[src/rtl/alu_arbiter_pkg.sv]
// Shared types and constants for the two-requester ALU arbiter/sequencer.
package alu_arbiter_pkg;

   // Sequencer states: accept a request, run it through the ALU, return the result.
   typedef enum logic [1:0] {
      IDLE = 2'd0,
      EXEC = 2'd1,
      RESP = 2'd2
   } state_t;

   // Opcodes understood by the external 8-bit ALU.
   localparam logic [1:0] ALU_ADD = 2'b00;
   localparam logic [1:0] ALU_SUB = 2'b01;
   localparam logic [1:0] ALU_AND = 2'b10;
   localparam logic [1:0] ALU_NOT = 2'b11;

endpackage

[src/rtl/rr_arbiter2.sv]
// Two-way round-robin grant logic with a last-grant pointer.
// A lone requester always wins; on a tie the requester not granted last wins.
module rr_arbiter2
   import alu_arbiter_pkg::*;
(
   input  logic       clk,
   input  logic       rst,
   input  logic [1:0] req_i,
   input  logic       update_en_i,
   output logic [1:0] grant_o
);

   logic last_q;
   logic last_d;

   // One-hot grant from the requests and the last-grant pointer.
   always_comb begin
      // NOTE: every always_comb output gets a default first so no path leaves it unassigned (no latch).
      grant_o = req_i;
      if (req_i == 2'b11) begin
         grant_o = last_q ? 2'b01 : 2'b10;
      end
   end

   // Pointer follows every grant taken while updates are enabled.
   always_comb begin
      last_d = last_q;
      if (update_en_i && (grant_o != 2'b00)) begin
         last_d = grant_o[1];
      end
   end

   // Pointer register; reset to 1 so requester 0 wins the first tie.
   always_ff @(posedge clk) begin
      // NOTE: sequential state uses non-blocking assignments so all registers update together.
      if (rst) begin
         last_q <= 1'b1;
      end else begin
         last_q <= last_d;
      end
   end

endmodule

[src/rtl/alu_arbiter.sv]
// Round-robin arbiter and sequencer in front of a shared combinational ALU.
// One operation in flight: IDLE accepts, EXEC captures the ALU result, RESP returns it.
module alu_arbiter
   import alu_arbiter_pkg::*;
#(
   parameter int WIDTH = 8
) (
   input  logic             clk,
   input  logic             rst,
   input  logic             req0_valid,
   output logic             req0_ready,
   input  logic [1:0]       req0_op,
   input  logic [WIDTH-1:0] req0_a,
   input  logic [WIDTH-1:0] req0_b,
   output logic             rsp0_valid,
   input  logic             rsp0_ready,
   output logic [WIDTH-1:0] rsp0_data,
   input  logic             req1_valid,
   output logic             req1_ready,
   input  logic [1:0]       req1_op,
   input  logic [WIDTH-1:0] req1_a,
   input  logic [WIDTH-1:0] req1_b,
   output logic             rsp1_valid,
   input  logic             rsp1_ready,
   output logic [WIDTH-1:0] rsp1_data,
   output logic [WIDTH-1:0] alu_a,
   output logic [WIDTH-1:0] alu_b,
   output logic [1:0]       alu_op,
   input  logic [WIDTH-1:0] alu_result
);

   state_t           state_q, state_d;
   logic             owner_q, owner_d;
   logic [1:0]       op_q, op_d;
   logic [WIDTH-1:0] a_q, a_d;
   logic [WIDTH-1:0] b_q, b_d;
   logic             rsp0_valid_q, rsp0_valid_d;
   logic             rsp1_valid_q, rsp1_valid_d;
   logic [WIDTH-1:0] rsp0_data_q, rsp0_data_d;
   logic [WIDTH-1:0] rsp1_data_q, rsp1_data_d;
   logic [1:0]       grant;
   logic             idle;

   assign idle = (state_q == IDLE);

   rr_arbiter2 u_arb (
      .clk         (clk),
      .rst         (rst),
      .req_i       ({req1_valid, req0_valid}),
      .update_en_i (idle),
      .grant_o     (grant)
   );

   // Ready is combinational: only the winner, only while idle.
   assign req0_ready = idle & grant[0];
   assign req1_ready = idle & grant[1];

   // The ALU is driven from the operand registers at all times.
   assign alu_op     = op_q;
   assign alu_a      = a_q;
   assign alu_b      = b_q;
   assign rsp0_valid = rsp0_valid_q;
   assign rsp1_valid = rsp1_valid_q;
   assign rsp0_data  = rsp0_data_q;
   assign rsp1_data  = rsp1_data_q;

   // Next-state and register-update logic for the accept/execute/respond sequence.
   always_comb begin
      state_d      = state_q;
      owner_d      = owner_q;
      op_d         = op_q;
      a_d          = a_q;
      b_d          = b_q;
      rsp0_valid_d = rsp0_valid_q;
      rsp1_valid_d = rsp1_valid_q;
      rsp0_data_d  = rsp0_data_q;
      rsp1_data_d  = rsp1_data_q;
      unique case (state_q)
         IDLE: begin
            if (grant != 2'b00) begin
               owner_d = grant[1];
               op_d    = grant[1] ? req1_op : req0_op;
               a_d     = grant[1] ? req1_a  : req0_a;
               b_d     = grant[1] ? req1_b  : req0_b;
               state_d = EXEC;
            end
         end
         EXEC: begin
            rsp0_valid_d = ~owner_q;
            rsp1_valid_d = owner_q;
            rsp0_data_d  = owner_q ? '0 : alu_result;
            rsp1_data_d  = owner_q ? alu_result : '0;
            state_d      = RESP;
         end
         RESP: begin
            if ((!owner_q && rsp0_ready) || (owner_q && rsp1_ready)) begin
               rsp0_valid_d = 1'b0;
               rsp1_valid_d = 1'b0;
               rsp0_data_d  = '0;
               rsp1_data_d  = '0;
               state_d      = IDLE;
            end
         end
         default: state_d = IDLE;
      endcase
   end

   // State, operand and response registers.
   always_ff @(posedge clk) begin
      // NOTE: operand and result registers are reset too, because they drive outputs with defined reset values.
      if (rst) begin
         state_q      <= IDLE;
         owner_q      <= 1'b0;
         op_q         <= ALU_ADD;
         a_q          <= '0;
         b_q          <= '0;
         rsp0_valid_q <= 1'b0;
         rsp1_valid_q <= 1'b0;
         rsp0_data_q  <= '0;
         rsp1_data_q  <= '0;
      end else begin
         state_q      <= state_d;
         owner_q      <= owner_d;
         op_q         <= op_d;
         a_q          <= a_d;
         b_q          <= b_d;
         rsp0_valid_q <= rsp0_valid_d;
         rsp1_valid_q <= rsp1_valid_d;
         rsp0_data_q  <= rsp0_data_d;
         rsp1_data_q  <= rsp1_data_d;
      end
   end

endmodule
[config.mk]
export PLATFORM = sky130hd
export DESIGN_NAME = alu_arbiter
export DESIGN_NICKNAME = d
export VERILOG_FILES = /design/src/rtl/alu_arbiter_pkg.sv /design/src/rtl/rr_arbiter2.sv /design/src/rtl/alu_arbiter.sv
export SDC_FILE = /design/constraint.sdc
export NUM_CORES = 1
export LEC_CHECK = 0
export CAP_MARGIN = 20
export CELL_PAD_IN_SITES_DETAIL_PLACEMENT = 1
export CELL_PAD_IN_SITES_GLOBAL_PLACEMENT = 2
export CORE_MARGIN = 4
export CORE_UTILIZATION = 20
export DETAILED_ROUTE_END_ITERATION = 8
export PLACE_DENSITY = 0.74
export SETUP_SLACK_MARGIN = 0.02
export SYNTH_ARGS = -nofsm -noshare
export SYNTH_HDL_FRONTEND = slang
export SYNTH_SLANG_ARGS = --single-unit
[constraint.sdc]
create_clock -name clk -period 1.35 [get_ports clk]
set_input_delay 0.405 -clock clk [delete_from_list [all_inputs] [get_ports clk]]
set_output_delay 0.405 -clock clk [all_outputs]
set_load 0.005 [all_outputs]
---- Word-level counts from Yosys, hierarchy flattened ----
Index checks and enable logic that the tools add are counted.
word-level totals
  memory bits (writable) .................. 0
  input bits .............................. 50
  output and inout bits ................... 38
  flip-flop bits (word level) ............. 40
  latch bits .............................. 0
  bits in read-only memories .............. 0
  memories ................................ 0
cells by class
  bitwise gates (word level) .............. 3
  divide/modulo/power cells ............... 0
  equal/unequal tests ..................... 5
  multipliers ............................. 0
  reduce and logical (&&, ||, !) cells .... 11
  $add $sub $neg .......................... 0
  order comparisons ....................... 0
  shifts and indexed selects .............. 0
  multiplexer cells ....................... 16
operator list
  kind                count
  $mux 8              5
  $pmux 8 s2          2
  $mux 2              5
  $pmux 2 s3          1
  $reduce_and 2->1    3
  $eq 2x2->1 const B  2
  $pmux 1 s2          2
  $reduce_bool 2->1   2
  $logic_and 1x1->1   3
  $and 1x1->1         2
  $eq 2x1->1 const B  1
  $logic_not 2->1     1
  $ne 2x1->1 const B  1
  $ne 2x2->1 const B  1
  $logic_not 1->1     1
  $logic_or 1x1->1    1
  $mux 1              1
  $not 1->1           1

---- Longest topological paths before layout ----
Gate-level depths: netlist (run 1).
  depth after elaboration ................. 5
  gate-level depth with buffers ........... 6
  mapped depth without buffers ............ 4

---- Cells and area by module ----
From an unflattened synthesis (run 1), not the netlist that was laid out.
second synthesis, totals
  cell total of the unflattened synthesis .. 165
  area, all modules ....................... 1699.1 µm²
by module, submodules not included
  module       area an instance (µm²)  instances  sequential area each (µm²)  cells each
  alu_arbiter  1637.8                  1          780.7                       158
  rr_arbiter2  61.3                    1          20.0                        7

---- Worst setup path after synthesis (run 1) ----
OpenSTA, ideal clock, no wires.
  path type ............................... register to output
  from .................................... register state_q[1]
  to ...................................... output port req0_ready
  data arrival time ....................... 901 ps
  buffers on the path ..................... 2
  cell stages (with the launch flop) ...... 6
  setup slack ............................. 44 ps
  cell sequence ........................... dfxtp_1 buf_2 nor2_1 buf_2 nand2_1 nor2_1
on the way
  longest elaborated chain between the ends .. 2
ends and longest elaborated chain
  what                      RTL line            source
  start: declaration        alu_arbiter.sv:32   state_t state_q, state_d;
  start signal: assignment  alu_arbiter.sv:122  state_q <= state_d;
  $logic_not 2->1           alu_arbiter.sv:44   assign idle = (state_q == IDLE);
  $and 1x1->1               alu_arbiter.sv:55   assign req0_ready = idle & grant[0];
  end: declaration          alu_arbiter.sv:11   output logic req0_ready,
No other way between the ends.

---- Worst setup path after layout (run 1) ----
  from .................................... input port req1_valid
  to ...................................... output port req0_ready
on the way
  longest elaborated chain between the ends .. 3
ends and longest elaborated chain
  what                RTL line           source
  start: declaration  alu_arbiter.sv:18  input logic req1_valid,
  $eq 2x2->1          rr_arbiter2.sv:20  if (req_i == 2'b11) begin
  $mux 2              rr_arbiter2.sv:20
  $and 1x1->1         alu_arbiter.sv:55
No other way between the ends.

==> impl_results.md, run 1 <==
- Commonest cells after routing, fill and taps aside: clkdlybuf4s50_1, nand2_1, dlygate4sd2_1
- # Max-Cap Violations: 0
- Cell type of the slowest stage on the worst timing path: a21boi_4
- Top cells by area, synth: dfxtp_1, a21oi_1, a311oi_2, nand2_1, o211ai_1
- Nets@finish: 368
- Die footprint: 0.0107 sq mm
- Register area: 831 sq um
- FF-to-FF End: alu_a[4]$_SDFFE_PP0P_
- CP max FO: 3
- Register bit total from synthesis: 40
- RSZ-0062 raised after global routing: yes
- I/O pins: 88
- Die Width: 104 um
- Crit. End Element: output port
- CTS tree: yes
- Crit path launch type: input pin
- Cells after synthesis: 209
- Hold Vio Cnt, Final: 0
- Fraction of layout cells with a size suffix above 1: 32.1%
- Final Critical Period: 1.50 ns
- Failing checks: setup timing
- Post-synthesis async set-or-reset flop share: 0%
- Worst Path Required: 0.95 ns
- Initial antenna violation count: 0
- DRC: 0
- Post-Route WL: 6770 um
- Port-buffer cells: 87
- GRT Resource Usage Total: 13.0%
- Worst VDD drop: 0.509 mV
- Slew Viols, Final: 0
- Synth unique cells: 27
- Fillers: 1026
- YS warnings: 0
- Worst-Skew Late Latency: 0.29 ns
- Most used flip-flop cell after synthesis: dfxtp_1
- Mapped Avg Cell Area: 8.74 sq um
- CP Class: in2out
- CTS hold repair buffers: 0
- First-pass GRT wire length: 11500 um
- Antenna Nets Post-Route: 0
- WHS Path Cells: 2
- Final worst slack: -0.153 ns
- Commonest non-fill, non-tap cell in the layout: clkdlybuf4s50_1
- Total power: 3.44 mW
- Max_slew headroom: 77.8%
- Area leader, netlist: dfxtp_1
- Initial DRC Count: 47
- Post-route clock period utilization: 111%
- Inserted Clock Buffers: 5
- Hold_sp: alu_a[1]$_SDFFE_PP0P_
- Hold EP: alu_a[1]$_SDFFE_PP0P_
- Grt ovf: 0
- CTS max path bufs: 2
- CTS H-Tree Depth: 2
- Clk sink count: 40
- DR vias/cell: 4.71
- Vias: 2007
- Cells along the critical path: clkdlybuf4s15_2, a21boi_4, buf_6, nor2_2, buf_2
- Least-Margin Pin Slew: 0.333 ns
- Starting density of the core: 20.7%
- Initial DRT Pass Iterations: 4
- CTS Root Cell: clkbuf_8
- Reg2Reg Depth: 5
- # setup viols final: 2
- Pin count of the biggest net entering global routing: 19
- Clock Skews: 0.00554 ns
- Fmax: 665 MHz
- Hold WC Path Type: reg2reg
- GP Congestion: 0.738
- FP Rows: 34
- Synth Cell Area: 0.00183 sq mm
- Leakage: 1.29 nW
- Status: finished, violations left
- Sequential element share of the synthesized area: 43.8%
- Post-synth top area share: 43.8%
- Worst reg2reg path startpoint: state_q[0]$_SDFFE_PP0P_
- Clock Pin Slew Worst Setup and Hold Paths: 0.08 ns
- Layout area overhead: 74.8%
- EDFF count, synth: 0
- Reg2reg setup slack: 0.09 ns
- Post-layout util: 36.3%
- Avg WL per Cell: 15.9 um
- Arrival time at the worst endpoint: 1.10 ns
- Dpl ws: -0.892 ns
- Syn Nets: 259
- Ant diodes: 0
- DP HPWL: 4970 um
- Core area: 0.00881 sq mm
- Die Height: 104 um
- Multi-input gate area: 980 sq um
- Vias in the first global route: 2125
- Setup tns final: -0.265 ns
- Worst path max stage delay: 0.22 ns
- Power Density: 1080 mW/mm^2
- Hold Slack: 0.468 ns
==> flip-flops by register name, indices dropped and copies added (netlist names), 2 cells and up <==
| register | flops |
|---|---|
| alu_b | 8 |
| state_q | 2 |
| rsp0_data | 8 |
| alu_a | 8 |
| alu_op | 2 |
| rsp1_data | 8 |
==> per-stage QoR <==
stage	cells	instance area, sq um
finish	426	3190
floorplan	209	1830
CTS	424	3120
detailed placement	411	2940
global route	426	3190
global placement	411	2940
==> layer usage <==
| layer | share of wire [%] | GRT usage (%) | up-vias | wire (um) |
|---|---|---|---|---|
| li1 | - | - | 976 | - |
| met1 | 46 | 17.1 | 960 | 3130 |
| met2 | 47 | 20.7 | 67 | 3180 |
| met3 | 6.0 | 4.17 | 4 | 405 |
| met4 | 0.87 | 2.85 | 0 | 59 |
| met5 | 0 | 0 | - | 0 |
==> worst max-delay path, delay by kind of cell <==
kind | cells | cell delay (ns)
and+or+nand+nor | 1 | 0.03
buffers and inverters | 3 | 0.44
AOI/OAI and AO/OA | 1 | 0.22
==> repair_timing <==
item,in CTS,in global routing
setup endpoints to repair,58,39
hold endpoints to repair,0,0
gates cloned,0,1
pin swaps,8,4
buffers inserted,8,1
gates resized for setup,82,30
==> worst max-delay path by stage <==
stage / endpoint / start / slack [ns] / depth (start not counted)
after floorplan: req0_ready / state_q[1]$_SDFFE_PP0P_ / 0.04 / 5
after global placement: req1_ready / req1_valid / -0.86 / 5
after detailed placement: req1_ready / req1_valid / -0.89 / 5
after CTS: req1_ready / u_arb.last_q$_SDFFE_PP1P_ / -0.16 / 4
after global routing: req0_ready / state_q[0]$_SDFFE_PP0P_ / -0.21 / 4
final: req0_ready / req1_valid / -0.15 / 5
==> synthesized netlist by cell type (all sizes together) (2+ instances only) <==
library cell,n
nand3b,2
a311oi,11
dfxtp,40
nand2b,3
nand2,40
nor2,5
buf,13
nor3b,2
nand3,14
o211ai,18
a21oi,31
clkbuf,6
o21ai,8
or2,3
a31oi,7
==> cell families (layout without fill, tap and decap cells) <==
kind of cell           count (synthesis)  after routing  synth area share, %
AND/OR/NAND/NOR                       70             70                 17.9
buffers and inverters                 20            129                 5.82
flip-flops                            40             40                 43.8
multiplexers                           1              1                 1.23
AO/OA/AOI/OAI                         78             78                 31.2
==> where the power goes <==
group	leakage, nW	internal [mW]	total [mW]	switching (mW)
logic	0.886	0.504	0.929	0.425
clock network	0.0642	0.728	1.16	0.432
registers	0.337	1.29	1.35	0.0578
==> final cells by class <==
type | instances | area share, %
Clock buffer | 5 | 2.16
Sequential cell | 40 | 26.0
Multi-Input combinational cell | 149 | 30.7
Inverter | 1 | 0.118
Tap cell | 108 | 4.23
Clock inverter | 2 | 1.88
Timing Repair Buffer | 121 | 34.9
Note: power is estimated with default switching activity, not from simulation.
==> run 2: changes to the inputs <==
--- a/config.mk
+++ b/config.mk
@@ -9,9 +9,9 @@
 export CELL_PAD_IN_SITES_DETAIL_PLACEMENT = 1
 export CELL_PAD_IN_SITES_GLOBAL_PLACEMENT = 2
 export CORE_MARGIN = 4
-export CORE_UTILIZATION = 20
+export CORE_UTILIZATION = 22
 export DETAILED_ROUTE_END_ITERATION = 8
-export PLACE_DENSITY = 0.74
+export PLACE_DENSITY = 0.77
 export SETUP_SLACK_MARGIN = 0.02
 export SYNTH_ARGS = -nofsm -noshare
 export SYNTH_HDL_FRONTEND = slang
==> constraint.sdc (replaced) <==
create_clock -name clk -period 1.42 [get_ports clk]
set_input_delay 0.426 -clock clk [delete_from_list [all_inputs] [get_ports clk]]
set_output_delay 0.426 -clock clk [all_outputs]
set_load 0.005 [all_outputs]
==> run 2 against run 1 <==
  * The flow still finishes with violations (setup timing)
  * Non-clock buffer count decreased by 3
  * Sequential share of layout area rose by 0.53 points
  * Register-to-register slack about the same
  * Worst hold slack gained 0.021 ns
  * Global-route usage up 0.20 points
  * Count of clock-buffer cells in the layout did not move
  * Combinational power shrank 7.9%
  * Utilization grew 3.0 points
  * Design area fell by 3.0%
  * Via count decreased by 1.0%
  * Clock power fell by 33%
==> impl_results.md, run 2 (synthesis results as in run 1) <==
- # Max-Cap Violations: 0 (unchanged)
- Nets@finish: 365 (-0.82%)
- Vias: 1986 (-1.0%)
- Final Critical Period: 1.57 ns
- DP HPWL: 4860 um (-2.1%)
- CTS H-Tree Depth: 2 (unchanged)
- Clock Pin Slew Worst Setup and Hold Paths: 0.08 ns (about the same)
- Hold Vio Cnt, Final: 0 (unchanged)
- Commonest non-fill, non-tap cell in the layout: clkdlybuf4s50_1
- Die Height: 99.1 um (-4.3%)
- Total power: 2.90 mW (-15%)
- Core area: 0.00789 sq mm (-10%)
- # setup viols final: 2 (unchanged)
- Fmax: 637 MHz
- Commonest cells after routing, fill and taps aside: clkdlybuf4s50_1, nand2_1, dlygate4sd2_1
- DR vias/cell: 4.75 (+0.85%)
- Crit path launch type: input pin
- Worst Path Required: 0.99 ns (+0.04 ns)
- Initial DRC Count: 28 (-40%)
- Status: finished, violations left
- Antenna Nets Post-Route: 0 (unchanged)
- GR Layer Usage met2: 20.1% (-0.65 points)
- Worst VDD drop: 0.355 mV (-30%)
- Leakage: 1.27 nW (-1.6%)
- CP max FO: 3 (unchanged)
- Register area: 822 sq um (-1.1%)
- Port-buffer cells: 87 (unchanged)
- CTS Root Cell: clkbuf_8
- Fraction of layout cells with a size suffix above 1: 27.2% (-4.9 points)
- Final cell count without fillers: 418 (-1.9%)
- Hold WC Path Type: reg2reg
- First-pass GRT wire length: 10500 um (-8.2%)
- Cell type of the slowest stage on the worst timing path: clkdlybuf4s15_2
- Multi-input gate area: 948 sq um (-3.2%)
- I/O pins: 88 (unchanged)
- Die footprint: 0.00983 sq mm (-8.4%)
- Vias in the first global route: 2022 (-4.8%)
- Worst path max stage delay: 0.21 ns (about the same)
- Dpl ws: -0.876 ns (+0.0166 ns)
- CP Class: in2out
- Met3 Use GR: 6.10% (+1.9 points)
- Worst-Skew Late Latency: 0.30 ns (about the same)
- RSZ-0062 raised after global routing: yes
- CTS tree: yes
- DRC: 0 (unchanged)
- CTS max path bufs: 2 (unchanged)
- Cells along the critical path: clkdlybuf4s15_2, a21boi_4, buf_4, nor2_2, buf_2
- CTS hold repair buffers: 0 (unchanged)
- Initial antenna violation count: 0 (unchanged)
- Max_slew headroom: 76.5% (-1.3 points)
- Final worst slack: -0.149 ns (+0.00353 ns)
- Ant diodes: 0 (unchanged)
- GRT met1 Usage: 16.9% (-0.25 points)
- GRT Resource Usage Total: 13.2% (+0.20 points)
- FP Rows: 32 (-5.9%)
- Power Density: 938 mW/mm^2 (-13%)
- GP Congestion: 0.775 (+5.0%)
- Die Width: 99.1 um (-4.3%)
- Grt ovf: 0 (unchanged)
- Clk sink count: 40 (unchanged)
- Avg WL per Cell: 16.0 um (+0.77%)
- Post-Place Cells: 405 (-1.5%)
- Post-route clock period utilization: 111%
- Clock Skews: 0.00709 ns (+0.00155 ns)
- Failing checks: setup timing
- Fillers: 930 (-9.4%)
- Least-Margin Pin Slew: 0.352 ns (+0.0196 ns)
- Hold Slack: 0.489 ns (+0.0212 ns)
- Inserted Clock Buffers: 5 (unchanged)
- Arrival time at the worst endpoint: 1.14 ns (+0.04 ns)
- Crit. End Element: output port
- Initial DRT Pass Iterations: 4 (unchanged)
- Pin count of the biggest net entering global routing: 19 (unchanged)
- Layout area overhead: 69.5%
- GRT busiest layer: met2
- Starting density of the core: 23.2% (+2.4 points)
- Post-Route WL: 6690 um (-1.1%)
- Slew Viols, Final: 0 (unchanged)
run 2: path summary, 6_finish.rpt:
path / from / to / slack [ns] / depth (start not counted)
hold / removal: rsp1_valid$_SDFFE_PP0P_ / rsp1_valid$_SDFFE_PP0P_ / 0.49 / 2
hold reg to reg: rsp1_valid$_SDFFE_PP0P_ / rsp1_valid$_SDFFE_PP0P_ / 0.49 / 2
setup reg to reg: state_q[0]$_SDFFE_PP0P_ / alu_a[1]$_SDFFE_PP0P_ / 0.09 / 5
setup / recovery: req1_valid / req0_ready / -0.15 / 5
run 2: timing repair:
action,4_1_cts,5_1_grt
setup buffers,5,0
pin swaps,3,0
gates resized for setup,72,9
hold endpoints to repair,0,0
endpoints found under the setup margin,56,19
run 2: layout make-up:
class                   instances  share of cell area [%]
multi-input cells             149                    30.6
clock buffers                   5                    2.22
well taps                     102                    4.12
clock inverters                 3                   0.606
repair buffers                118                    35.8
inverters                       1                   0.121
flip-flops and latches         40                    26.5
run 2: where the power goes:
part | total [mW] | internal [mW] | switching, mW
logic | 0.856 | 0.464 | 0.391
registers | 1.28 | 1.22 | 0.0544
clock network | 0.773 | 0.343 | 0.430
total | 2.90 | 2.03 | 0.876
run 2: critical path, delay by kind of cell:
| family | cells | cell delay [ns] |
|---|---|---|
| compound gates | 1 | 0.15 |
| buf+inv | 3 | 0.47 |
| simple gates | 1 | 0.10 |
run 2: metrics by stage:
stage / TNS [ns] / utilization (%) / cell area [sq um]
after floorplan: 0 / - / 1830
final: -0.238 / 39.3 / 3100
after detailed placement: -15.69 / 37.4 / 2950
after global placement: -14.59 / 37.4 / 2950
after CTS: -0.257 / 39.0 / 3080
after global routing: -0.396 / 39.3 / 3100
run 2: layer usage:
metal  wire length [um]  share of wire [%]
met1               3080                 46
met2               2900                 43
met3                654                9.8
met4                 64               0.96
met5                  0                  0
==> run 3: changes to the inputs <==
--- a/config.mk
+++ b/config.mk
@@ -5,7 +5,6 @@
 export SDC_FILE = /design/constraint.sdc
 export NUM_CORES = 1
 export LEC_CHECK = 0
-export CAP_MARGIN = 20
 export CELL_PAD_IN_SITES_DETAIL_PLACEMENT = 1
 export CELL_PAD_IN_SITES_GLOBAL_PLACEMENT = 2
 export CORE_MARGIN = 4
==> results of run 3 <==
Same layout as run 2: the final DEF is identical, and so are final timing and power.
